<file path="config.mk">
export PLATFORM = sky130hd
export DESIGN_NAME = jt12_pg_seq
export DESIGN_NICKNAME = d
export VERILOG_FILES = /design/src/rtl/jt12_pg_seq.sv
export SDC_FILE = /design/constraint.sdc
export NUM_CORES = 1
export LEC_CHECK = 0
export ABC_AREA = 1
export BUFFER_PORTS_ARGS = -buffer_cell sky130_fd_sc_hd__buf_2
export CAP_MARGIN = 20
export CORE_MARGIN = 5
export CORE_UTILIZATION = 25
export DETAILED_ROUTE_END_ITERATION = 8
export GPL_TIMING_DRIVEN = 0
export PLACE_DENSITY = 0.45
export RECOVER_POWER = 50
export SETUP_SLACK_MARGIN = 0.2
export SLEW_MARGIN = 40
export SYNTH_ARGS = -nofsm -noshare
export SYNTH_HDL_FRONTEND = slang
export SYNTH_SLANG_ARGS = --single-unit
</file>
<file path="constraint.sdc">
create_clock -name clk -period 2.18 [get_ports clk]
set_input_delay 0.109 -clock clk [delete_from_list [all_inputs] [get_ports clk]]
set_output_delay 0.109 -clock clk [all_outputs]
set_load 0.01 [all_outputs]
</file>
<file path="src/rtl/jt12_pg_seq.sv">
// Phase-generator sequencer: per-slot phase and frequency storage, slot
// round-robin, key-on reset scheduling and registered operator phase output.
// The phase-sum arithmetic is done by an external combinational datapath.
module jt12_pg_seq #(
  parameter int SLOTS = 24,
  parameter int PW    = 20
) (
  input  logic          clk,
  input  logic          rst_n,
  input  logic          cen,
  input  logic          cfg_we,
  input  logic [4:0]    cfg_slot,
  input  logic [3:0]    cfg_mul,
  input  logic [5:0]    cfg_dt,
  input  logic [16:0]   cfg_phinc,
  input  logic          kon_we,
  input  logic [4:0]    kon_slot,
  output logic [3:0]    pg_mul,
  output logic [5:0]    pg_dt,
  output logic [16:0]   pg_phinc,
  output logic [PW-1:0] pg_phase_in,
  output logic          pg_rst,
  input  logic [PW-1:0] pg_phase_out,
  input  logic [9:0]    pg_phase_op,
  output logic [4:0]    cur_slot,
  output logic          slot_sync,
  output logic [9:0]    op_phase,
  output logic [4:0]    op_slot,
  output logic          op_valid
);

  localparam logic [4:0] LAST_SLOT = 5'(SLOTS - 1);

  logic [PW-1:0] phase_reg [SLOTS];
  logic [3:0]    mul_reg   [SLOTS];
  logic [5:0]    dt_reg    [SLOTS];
  logic [16:0]   phinc_reg [SLOTS];
  logic          pend_reg  [SLOTS];

  logic [4:0]    cur_slot_reg;
  logic [9:0]    op_phase_reg;
  logic [4:0]    op_slot_reg;
  logic          op_valid_reg;

  // Per-slot storage. Slot matching is by equality against the genvar, so
  // indices at or beyond SLOTS never hit any entry and are dropped.
  generate
    for (genvar gi = 0; gi < SLOTS; gi++) begin : g_slot
      logic visit;
      assign visit = cen && (cur_slot_reg == 5'(gi));

      // Phase write-back on the slot visit; config writes independent of cen.
      always_ff @(posedge clk or negedge rst_n) begin
        if (!rst_n) begin
          phase_reg[gi] <= '0;
          mul_reg[gi]   <= '0;
          dt_reg[gi]    <= '0;
          phinc_reg[gi] <= '0;
        end else begin
          if (visit)
            phase_reg[gi] <= pg_phase_out;
          if (cfg_we && (cfg_slot == 5'(gi))) begin
            mul_reg[gi]   <= cfg_mul;
            dt_reg[gi]    <= cfg_dt;
            phinc_reg[gi] <= cfg_phinc;
          end
        end
      end

      // Pending key-on flag: a new key-on wins over the clear of this visit.
      always_ff @(posedge clk or negedge rst_n) begin
        if (!rst_n)
          pend_reg[gi] <= 1'b0;
        else if (kon_we && (kon_slot == 5'(gi)))
          pend_reg[gi] <= 1'b1;
        else if (visit)
          pend_reg[gi] <= 1'b0;
      end
    end
  endgenerate

  // Slot round-robin and registered operator phase hand-off.
  always_ff @(posedge clk or negedge rst_n) begin
    if (!rst_n) begin
      cur_slot_reg <= '0;
      op_phase_reg <= '0;
      op_slot_reg  <= '0;
      op_valid_reg <= 1'b0;
    end else if (cen) begin
      cur_slot_reg <= (cur_slot_reg == LAST_SLOT) ? 5'd0 : cur_slot_reg + 5'd1;
      op_phase_reg <= pg_phase_op;
      op_slot_reg  <= cur_slot_reg;
      op_valid_reg <= 1'b1;
    end else begin
      op_valid_reg <= 1'b0;
    end
  end

  assign pg_mul      = mul_reg[cur_slot_reg];
  assign pg_dt       = dt_reg[cur_slot_reg];
  assign pg_phinc    = phinc_reg[cur_slot_reg];
  assign pg_phase_in = phase_reg[cur_slot_reg];
  assign pg_rst      = pend_reg[cur_slot_reg];

  assign cur_slot  = cur_slot_reg;
  assign slot_sync = (cur_slot_reg == 5'd0);
  assign op_phase  = op_phase_reg;
  assign op_slot   = op_slot_reg;
  assign op_valid  = op_valid_reg;

endmodule
</file>
-- Yosys cells after proc, flatten, opt, wreduce, memory -nomap -nowiden
Cells that the tools add are included.
- register bits after elaboration: 1173
- output and inout port bits: 70
- input bits: 72
- bitwise gates (word level): 1
- equality and inequality tests: 69
- order comparisons: 1
- reductions and logical operators: 99
- multiplexer cells: 65
- $add $sub $neg: 1
- operators with widths (kind ; number):
    $eq A5 B4 Y1 const B ; 24
    $eq A5 B5 Y1 const B ; 24
    $bmux W20 S5 ; 1
    $bmux W17 S5 ; 1
    $logic_and A1 B1 Y1 ; 72
    $eq A5 B3 Y1 const B ; 12
    $mux W1 ; 51
    $reduce_bool A2 Y1 ; 24
    $mux W20 ; 2
    $mux W17 ; 2
    $bmux W6 S5 ; 1
    $eq A5 B2 Y1 const B ; 6
    $bmux W4 S5 ; 1
    $eq A5 B1 Y1 const B ; 3
    $logic_not A5 Y1 ; 3
    $mux W6 ; 2
    $mux W4 ; 2
    $ge A6 B6 Y1 const B ; 1
    $not A5 Y6 ; 1
    $add A5 B1 Y5 const B ; 1
    $bmux W1 S5 ; 1
    $mux W5 ; 1

-- Depth between registers and ports, before layout
Gate-level depths: netlist (run 1).
- depth in word-level cells: 4
- gate-level depth with buffers: 14
- gate-level depth less buffers: 9

-- Least setup slack after synthesis (run 1)
OpenSTA, ideal clock, no wires.
- kind: register to register
- start: register cur_slot_reg[1], in the netlist cur_slot[1]
- end: register phase_reg[380] (netlist name)
- stages on the path, launching flop included: 10
- arrival time: 2.054 ns
- data required time: 2.050 ns
- setup slack: -0.004 ns
- library setup time: 0.130 ns
- clock period less this slack: 2.184 ns
- cells stage by stage: dfrtp_1 > buf_2 > inv_1 > buf_2 > buf_1 > ha_1 > nand2_1 > nor2_1 > clkbuf_1 > o21ai_0
- longest elaborated chain between the ends: 2
- ends and longest elaborated chain (element ; RTL line ; text):
    from (decl) ; 40 ; logic [4:0] cur_slot_reg;
    from (signal assigned) ; 90 ; cur_slot_reg <= (cur_slot_reg == LAST_SLOT) ? 5'd0 : cur_slot_reg + 5'd1;
    $eq A5 B3 Y1 ; 50 ; assign visit = cen && (cur_slot_reg == 5'(gi));
    $logic_and A1 B1 Y1 ; 50 ;
    to (signal, indexed assignment) ; 61 ; phase_reg[gi] <= pg_phase_out;
    to (decl) ; 34 ; logic [PW-1:0] phase_reg [SLOTS];
Every way passes these cells.
A chain may end at the register's enable or synchronous reset.

-- Worst setup path after layout (run 1)
- start: register cur_slot_reg[0], in the netlist cur_slot[0]
- end: output pg_phase_in[1]
- longest elaborated chain between the ends: 4
- ends and longest elaborated chain (element ; RTL line ; text):
    $not A5 Y6 (implied by the code) ; 102 ; assign pg_phase_in = phase_reg[cur_slot_reg];
    $bmux W20 S5 ; 102 ;
    $mux W20 (implied by the code) (2 in series) ; 102 ;
    to (decl) ; 21 ; output logic [PW-1:0] pg_phase_in,
Every way passes these cells. The select of a mux whose other input is x is not followed.

==> run metrics, run 1 <==
data required time at the worst endpoint 2.07 ns; Critical Path Start cur_slot[0]; Warnings, synthesis 0; Reg2Reg Setup Slack -0.85 ns; Power Dens Cells 1350 mW/mm²; Final Core Density 31.4%; Worst Hold Slack -0.749 ns; width of the die around 480 µm; area share of and/or/nand/nor cells after synthesis about a quarter; DRC 0; detailed-routing iteration count for the pre-antenna-repair pass 6; Hold Violations, Final 163; leakage power total between 30 and 40 nW; final max-slew violation count 78; post-synthesis area per instance 7.66 µm²; post-route ant nets 0; sum of overflow across all layers after global routing 0; routed wire length roughly 230,000 µm; core outline area approximately 0.22 mm²; post-detailed-route via-to-cell ratio 4.79; via count of the first global-routing pass 48,608; number of distinct library cells after synthesis 28; initial drt markers 5,277; clock sinks 1,173; synthesized flop and latch total between 1,000 and 1,500; shortest clock period the worst path allows after layout about 3.1 ns; detailed placer's ending HPWL roughly 170,000 µm; period utilisation layout 142%; I/O pin count 142; Gate Count Post-Synth just over 7,000; min setup slack post-route -0.906 ns; Hold Path Class in -> async; maximum net fanout on the critical path 7; compound-cell area share of the yosys netlist approximately an eighth; outcome finished with violations; post-detailed-route wirelength per cell 21.4 µm; initial antenna violation count 13; classification of the worst setup path reg -> out; TritonCTS Buffers 137; Critical Path Start Type flop; Fill cells ~24,000; Post-Place Setup Slack -1.61 ns; cells on worst reg2reg path 12; Synth-to-Final Area Change 24.6%; critical path endpoint pg_phase_in[1]; post-route cell area 0.0682 mm²; CTS tree yes; Worst Skew 0.0305 ns; overall via count from detail_route 50,376; Post-Synth Adder-Cell Area 0.137%; floorplan die area 0.228 mm²; max reg flops 480; violations in the final reports hold timing, capacitance limit, slew limit, setup timing; share of layout cells above drive strength 1 13.6%; critical register-to-register path endpoint phase_reg[433]; number of buffer cells added on primary ports 140; H-tree depth 4; largest area contributor in the netlist sky130_fd_sc_hd__dfrtp_1; critical path endpoint category primary output; proportion of synthesized chip area in sequential cells 53.6%; top cells by area in the synthesized netlist sky130_fd_sc_hd__dfrtp_1 54%, sky130_fd_sc_hd__nand2_1 17%, sky130_fd_sc_hd__o21ai_0 11%; Initial Utilization 25.2%; Longest Clk Path Bufs 3; insertion delay of the later-clocked pin in the worst-skew pair 0.79 ns; cell area after synthesis 0.0548 mm²; sequential cell area in the final layout 0.0294 mm²; Slew HR -46.8%; Placement Rows 171; xor-xnor portion of the synthesized cell area less than 1%; synthesized netlist net count 7,228; most common library cell in the layout ignoring fill and taps sky130_fd_sc_hd__nand2_1; clock transition at the registers of the reported paths 0.06 ns; gr usage total 19.1%; global-route wire length before repair 328,000 µm; weighted congestion reported at the end of routability-driven placement approximately 0.89; multiplexer area fraction after synthesis 0%; # setup viols final 905; area fraction of the dominant cell type after synthesis 53.6%; maximum number of pins on one net before global-route repair 102; count of hold-fix buffers inserted at cts 78; critical path arrival approximately 3 ns; cell at the root of the clock tree sky130_fd_sc_hd__clkbuf_16; Nets 7,633; commonest cells after routing, fill and taps aside 2,403 x sky130_fd_sc_hd__nand2_1, 1,170 x sky130_fd_sc_hd__dfrtp_1, 1,161 x sky130_fd_sc_hd__o21ai_0, 548 x sky130_fd_sc_hd__inv_1, 458 x sky130_fd_sc_hd__nand3_1; max-cap violations 1; setup repair after global routing missed its margin true; standard cell area after detailed placement 0.0595 mm²; height of the chip 478 µm; f_max 0.324 GHz; multi-input combinational cell area 0.0225 mm²; source of the worst register-to-register timing path cur_slot[0]; Least-Margin Pin Slew approximately 2.2 ns; largest family of logic cells by synthesized area simple AND/OR/NAND/NOR gates; Peak VDD IR 718 µV
routing by layer:
metal	wire (µm)	vias up	share of wire, %	GRT usage (%)
met2	101000	1451	45	29.9
met5	0	-	0	0
met3	12400	322	5.5	2.61
met4	7610	0	3.4	5.98
li1	-	23477	-	-
met1	105000	25126	46	27.4
how the worst min path moves through the flow:
stage                from              to  slack, ns  cells past startpoint
CTS                 rst_n  phase_reg[475]      -0.74                      1
global placement      cen        op_valid       0.23                      1
detailed placement  rst_n  phase_reg[313]       0.11                      1
finish              rst_n  phase_reg[313]      -0.75                      1
global route        rst_n  phase_reg[314]      -0.74                      1
floorplan           rst_n     cur_slot[0]      -0.19                      0
stage by stage:
step	TNS [ns]	power, W	cells
floorplan	0	0.0489	7150
global placement	-	0.0619	10144
detailed placement	-582.54	0.0624	10157
CTS	-195.75	0.0902	10502
global route	-590.06	0.0974	10517
finish	-335.93	0.0919	10526
where the power goes:
group	total, W	internal, W	switching, W
Sequential	0.0316	0.0285	0.00308
Combinational	0.0365	0.0124	0.0242
Clock	0.0238	0.0140	0.00978
Total	0.0919	0.0549	0.0370
final cells by class:
type	instances	share of cell area [%]
flip-flops and latches	1173	43.0
inverters	561	3.10
plain buffers	549	5.34
well taps	2854	5.23
repair buffers	267	3.56
clock buffers	209	6.05
diodes	10	0.0367
clock inverters	37	0.627
multi-input cells	4866	33.0
worst max-delay path: stages, from the launching register on:
cell and delay [ns]:
sky130_fd_sc_hd__dfrtp_2 0.42, sky130_fd_sc_hd__buf_12 0.15, sky130_fd_sc_hd__clkinvlp_4 0.12, sky130_fd_sc_hd__buf_12 0.13, sky130_fd_sc_hd__buf_16 0.18, sky130_fd_sc_hd__buf_16 0.22, sky130_fd_sc_hd__clkbuf_16 0.21, sky130_fd_sc_hd__nand2_4 0.06
sky130_fd_sc_hd__nand3_4 0.06, sky130_fd_sc_hd__nand3_4 0.09, sky130_fd_sc_hd__nand3_4 0.12, sky130_fd_sc_hd__nor2_4 0.05, sky130_fd_sc_hd__nor2_4 0.22, sky130_fd_sc_hd__buf_6 0.14
synth_stat cells:
library cell and number:
sky130_fd_sc_hd__a31oi_1 1, sky130_fd_sc_hd__buf_1 25, sky130_fd_sc_hd__nor2_4 5, sky130_fd_sc_hd__dfrtp_1 1173
sky130_fd_sc_hd__o21ai_0 1200, sky130_fd_sc_hd__a32o_1 1, sky130_fd_sc_hd__nor2_1 389, sky130_fd_sc_hd__nor4_1 1
sky130_fd_sc_hd__a21oi_1 148, sky130_fd_sc_hd__nand2_1 2476, sky130_fd_sc_hd__inv_1 550, sky130_fd_sc_hd__inv_2 9
sky130_fd_sc_hd__clkbuf_1 318, sky130_fd_sc_hd__o22ai_1 1, sky130_fd_sc_hd__nor2_2 4, sky130_fd_sc_hd__nor3_1 2
sky130_fd_sc_hd__clkinv_1 2, sky130_fd_sc_hd__ha_1 6, sky130_fd_sc_hd__o21ai_1 62, sky130_fd_sc_hd__a22o_1 5
sky130_fd_sc_hd__nor3_2 2, sky130_fd_sc_hd__buf_2 177, sky130_fd_sc_hd__nand2_2 1, sky130_fd_sc_hd__o211ai_1 1
sky130_fd_sc_hd__nand3_1 557, sky130_fd_sc_hd__xor2_1 1, sky130_fd_sc_hd__buf_4 30, sky130_fd_sc_hd__nand4_1 3
kinds of logic (layout without fill, tap and decap cells):
kind of cell             Yosys count  after routing
buffers and inverters           1111           1623
AND/OR/NAND/NOR                 3440           3440
flip-flops                      1173           1173
other                              0             10
adder cells (fa/ha/maj)            6              6
AO/OA/AOI/OAI                   1419           1419
XOR/XNOR                           1              1
repair_timing:
item | 4_1_cts | 5_1_grt
endpoints found under the hold margin | 588 | 322
gates cloned | 3 | 7
pin swaps | 40 | 62
setup buffers | 19 | 7
gates resized for setup | 558 | 334
setup endpoints to repair | 549 | 779
(Power assumes the default switching activity.)
==> run 2, diff against run 1 <==
Clock period 2.18 ns to 2.8 ns, I/O delays scaled along.
==> run 2 against run 1 <==
The run ends with capacitance limit, slew limit, setup timing left. Total power fell by 20%. Sequential power fell by 22%. Routed wire length rose by 1.8%. Worst hold slack improved by 0.85 ns. First-iteration DRC count fell by 2.7%. Global-route usage rose by 0.23 points. Cell count rose by 0.25%. Worst setup slack improved by 0.62 ns. Non-clock buffer count rose by 32. Largest cell class unchanged. Utilization rose by 0.76 points. Critical path type unchanged.
==> run metrics, run 2 (synthesized netlist as in run 1, its figures left out) <==
height of the chip 478 µm (unchanged); initial drt markers 5,133 (was 5,277); post-route cell area 0.0699 mm² (was 0.0682 mm²); post-detailed-route via-to-cell ratio 4.84 (was 4.79); post-layout instance count excluding filler cells 10,552 (was 10,526); highest metal layer with signal wires met5 (was met4); violations in the final reports capacitance limit, slew limit, setup timing (was hold timing, capacitance limit, slew limit, setup timing); critical path endpoint category primary output (unchanged); number of cells after detailed placement 10,157 (unchanged); CTS tree yes (unchanged); clock sinks 1,173 (unchanged); clock share of power 25.1% (was 25.9%); Slew HR -14.1% (was -46.8%); overall via count from detail_route 51,106 (was 50,376); most common library cell in the layout ignoring fill and taps sky130_fd_sc_hd__nand2_1 (unchanged); Critical Path Start cur_slot[1] (was cur_slot[0]); detailed-routing iteration count for the pre-antenna-repair pass 6 (unchanged); number of buffer cells added on primary ports 140 (unchanged); met2 wire length 102,000 µm (was 101,000 µm); relative contribution of combinational cells to total power 41.3% (was 39.7%); critical register-to-register path endpoint phase_reg[439] (was phase_reg[433]); Power Dens Cells 1050 mW/mm² (was 1350 mW/mm²); Nets 7,663 (was 7,633); internal power consumption 0.0437 W (was 0.0549 W); gr usage total 19.4% (was 19.1%); wire length on met3 13,700 µm (was 12,400 µm); weighted congestion reported at the end of routability-driven placement 0.901 (was 0.893); Longest Clk Path Bufs 3 (unchanged); period utilisation layout 110%; Synth-to-Final Area Change 27.6% (was 24.6%); core outline area 0.218 mm² (unchanged); setup repair after global routing missed its margin true (unchanged); max reg flops 480 (unchanged); insertion delay of the later-clocked pin in the worst-skew pair 0.79 ns (about the same); width of the die 478 µm (unchanged); detailed placer's ending HPWL 172,000 µm (was 171,000 µm); commonest cells after routing, fill and taps aside 2,350 x sky130_fd_sc_hd__nand2_1, 1,175 x sky130_fd_sc_hd__o21ai_0, 1,170 x sky130_fd_sc_hd__dfrtp_1, 548 x sky130_fd_sc_hd__inv_1, 380 x sky130_fd_sc_hd__nand3_1 (was 2,403 x sky130_fd_sc_hd__nand2_1, 1,170 x sky130_fd_sc_hd__dfrtp_1, 1,161 x sky130_fd_sc_hd__o21ai_0, 548 x sky130_fd_sc_hd__inv_1, 458 x sky130_fd_sc_hd__nand3_1); share of layout cells above drive strength 1 15.6% (was 13.6%); min setup slack post-route -0.285 ns (was -0.906 ns); # setup viols final 49 (was 905); critical path endpoint pg_mul[0] (was pg_phase_in[1]); H-tree depth 4 (unchanged); leakage power total 32.9 nW (was 32.2 nW); Peak VDD IR 621 µV (was 718 µV); Placement Rows 171 (unchanged); net load switching power 0.0297 W (was 0.0370 W); data required time at the worst endpoint 2.66 ns (was 2.07 ns); post-route ant nets 0 (unchanged); maximum number of pins on one net before global-route repair 99 (was 102); cells on worst reg2reg path 13 (was 12); via count of the first global-routing pass 49,458 (was 48,608); final max-slew violation count 67 (was 78); met1 wire length 106,000 µm (was 105,000 µm); Initial Utilization 25.2% (unchanged); I/O pin count 142 (unchanged); sum of overflow across all layers after global routing 0 (unchanged); Critical Path Start Type flop (unchanged); sequential power share 33.6% (was 34.4%); cell at the root of the clock tree sky130_fd_sc_hd__clkbuf_16 (unchanged); standard cell area after detailed placement 0.0594 mm² (was 0.0595 mm²); critical path arrival 2.94 ns (was 2.98 ns); floorplan die area 0.228 mm² (unchanged); shortest clock period the worst path allows after layout slightly above 3 ns; classification of the worst setup path reg -> out (unchanged); DRC 0 (unchanged); outcome finished with violations (unchanged); Hold Path Class in -> reg (was in -> async); source of the worst register-to-register timing path cur_slot[0] (unchanged); clock transition at the registers of the reported paths 0.06 ns (about the same); Fill cells 23,434 (was 23,521); initial antenna violation count 18 (was 13); routed wire length 230,000 µm (was 225,000 µm); maximum net fanout on the critical path 10 (was 7); global-route wire length before repair 332,000 µm (was 328,000 µm); net switching fraction of the power 40.5% (was 40.3%); Least-Margin Pin Slew 1.71 ns (was 2.20 ns); Hold Violations, Final 0 (was 163); max-cap violations 1 (unchanged); Worst Skew 0.0309 ns (was 0.0305 ns); TritonCTS Buffers 135 (was 137); Reg2Reg Setup Slack 0.04 ns (was -0.85 ns); post-detailed-route wirelength per cell 21.8 µm (was 21.4 µm); f_max 0.324 GHz
run 2: final cells by class:
class	instances	area, µm²	area share (%)
Sequential cell	1173	29400	42.0
Timing Repair Buffer	299	3290	4.70
Buffer	549	3710	5.32
Antenna cell	5	12.5	0.0179
Clock buffer	203	4030	5.77
Multi-Input combinational cell	4866	23300	33.3
Tap cell	2854	3570	5.11
Clock inverter	42	495	0.709
Inverter	561	2120	3.03
run 2: stage by stage:
stage	hold WS (ns)	util (%)	setup slack [ns]	setup TNS [ns]	total power [W]
after floorplan	-0.156	-	0.616	0	0.0380
after global placement	0.265	27.1	-25.85	-	0.0482
after global routing	0.0679	32.1	-0.354	-30.63	0.0777
after CTS	0.0114	31.3	-0.352	-24.36	0.0720
final	0.101	32.1	-0.285	-10.21	0.0734
after detailed placement	0.0750	27.3	-1.40	-393.08	0.0485
run 2: worst max-delay path, cell delays in order, from the launching register on:
cell and delay (ns):
sky130_fd_sc_hd__dfrtp_2 0.41, sky130_fd_sc_hd__buf_12 0.18, sky130_fd_sc_hd__clkinvlp_4 0.20, sky130_fd_sc_hd__clkbuf_16 0.26
sky130_fd_sc_hd__buf_6 0.15, sky130_fd_sc_hd__buf_12 0.15, sky130_fd_sc_hd__nand3_1 0.08, sky130_fd_sc_hd__nand2_1 0.08
sky130_fd_sc_hd__nand2_1 0.09, sky130_fd_sc_hd__nand3_2 0.10, sky130_fd_sc_hd__nor2_4 0.21, sky130_fd_sc_hd__nor2_4 0.06
sky130_fd_sc_hd__buf_6 0.13
run 2: repair_timing:
action | CTS | global route
cloned | 9 | 17
resized for setup | 817 | 332
setup endpoints to repair | 450 | 564
buffers inserted | 28 | 11
pin swaps | 69 | 91
endpoints found under the hold margin | 474 | 242
hold buffers | 79 | 3
run 2: how the worst min path moves through the flow:
stage | from | to | slack (ns) | cells after the start
after floorplan | rst_n | cur_slot[0] | -0.16 | 0
after global placement | cen | op_valid | 0.27 | 1
after detailed placement | rst_n | phase_reg[314] | 0.08 | 1
after global routing | kon_we | pend_reg[1] | 0.07 | 5
after CTS | cfg_slot[2] | phinc_reg[357] | 0.01 | 5
final | kon_we | pend_reg[1] | 0.10 | 5
run 2: power by group through the flow:
| stage | combinational, W | clock, W | sequential, W |
|---|---|---|---|
| 6_report | 0.0303 | 0.0185 | 0.0247 |
| 3_3_place_gp | 0.0233 | 0 | 0.0249 |
| 3_5_place_dp | 0.0237 | 0 | 0.0248 |
| 2_1_floorplan | 0.0138 | 0 | 0.0242 |
| 5_1_grt | 0.0330 | 0.0195 | 0.0252 |
| 4_1_cts | 0.0286 | 0.0188 | 0.0246 |
run 2: metal layers:
metal | global-route usage (%) | vias to the layer above
li1 | - | 23551
met1 | 27.5 | 25705
met2 | 30.3 | 1511
met3 | 3.18 | 335
met4 | 5.82 | 4
met5 | 0 | -
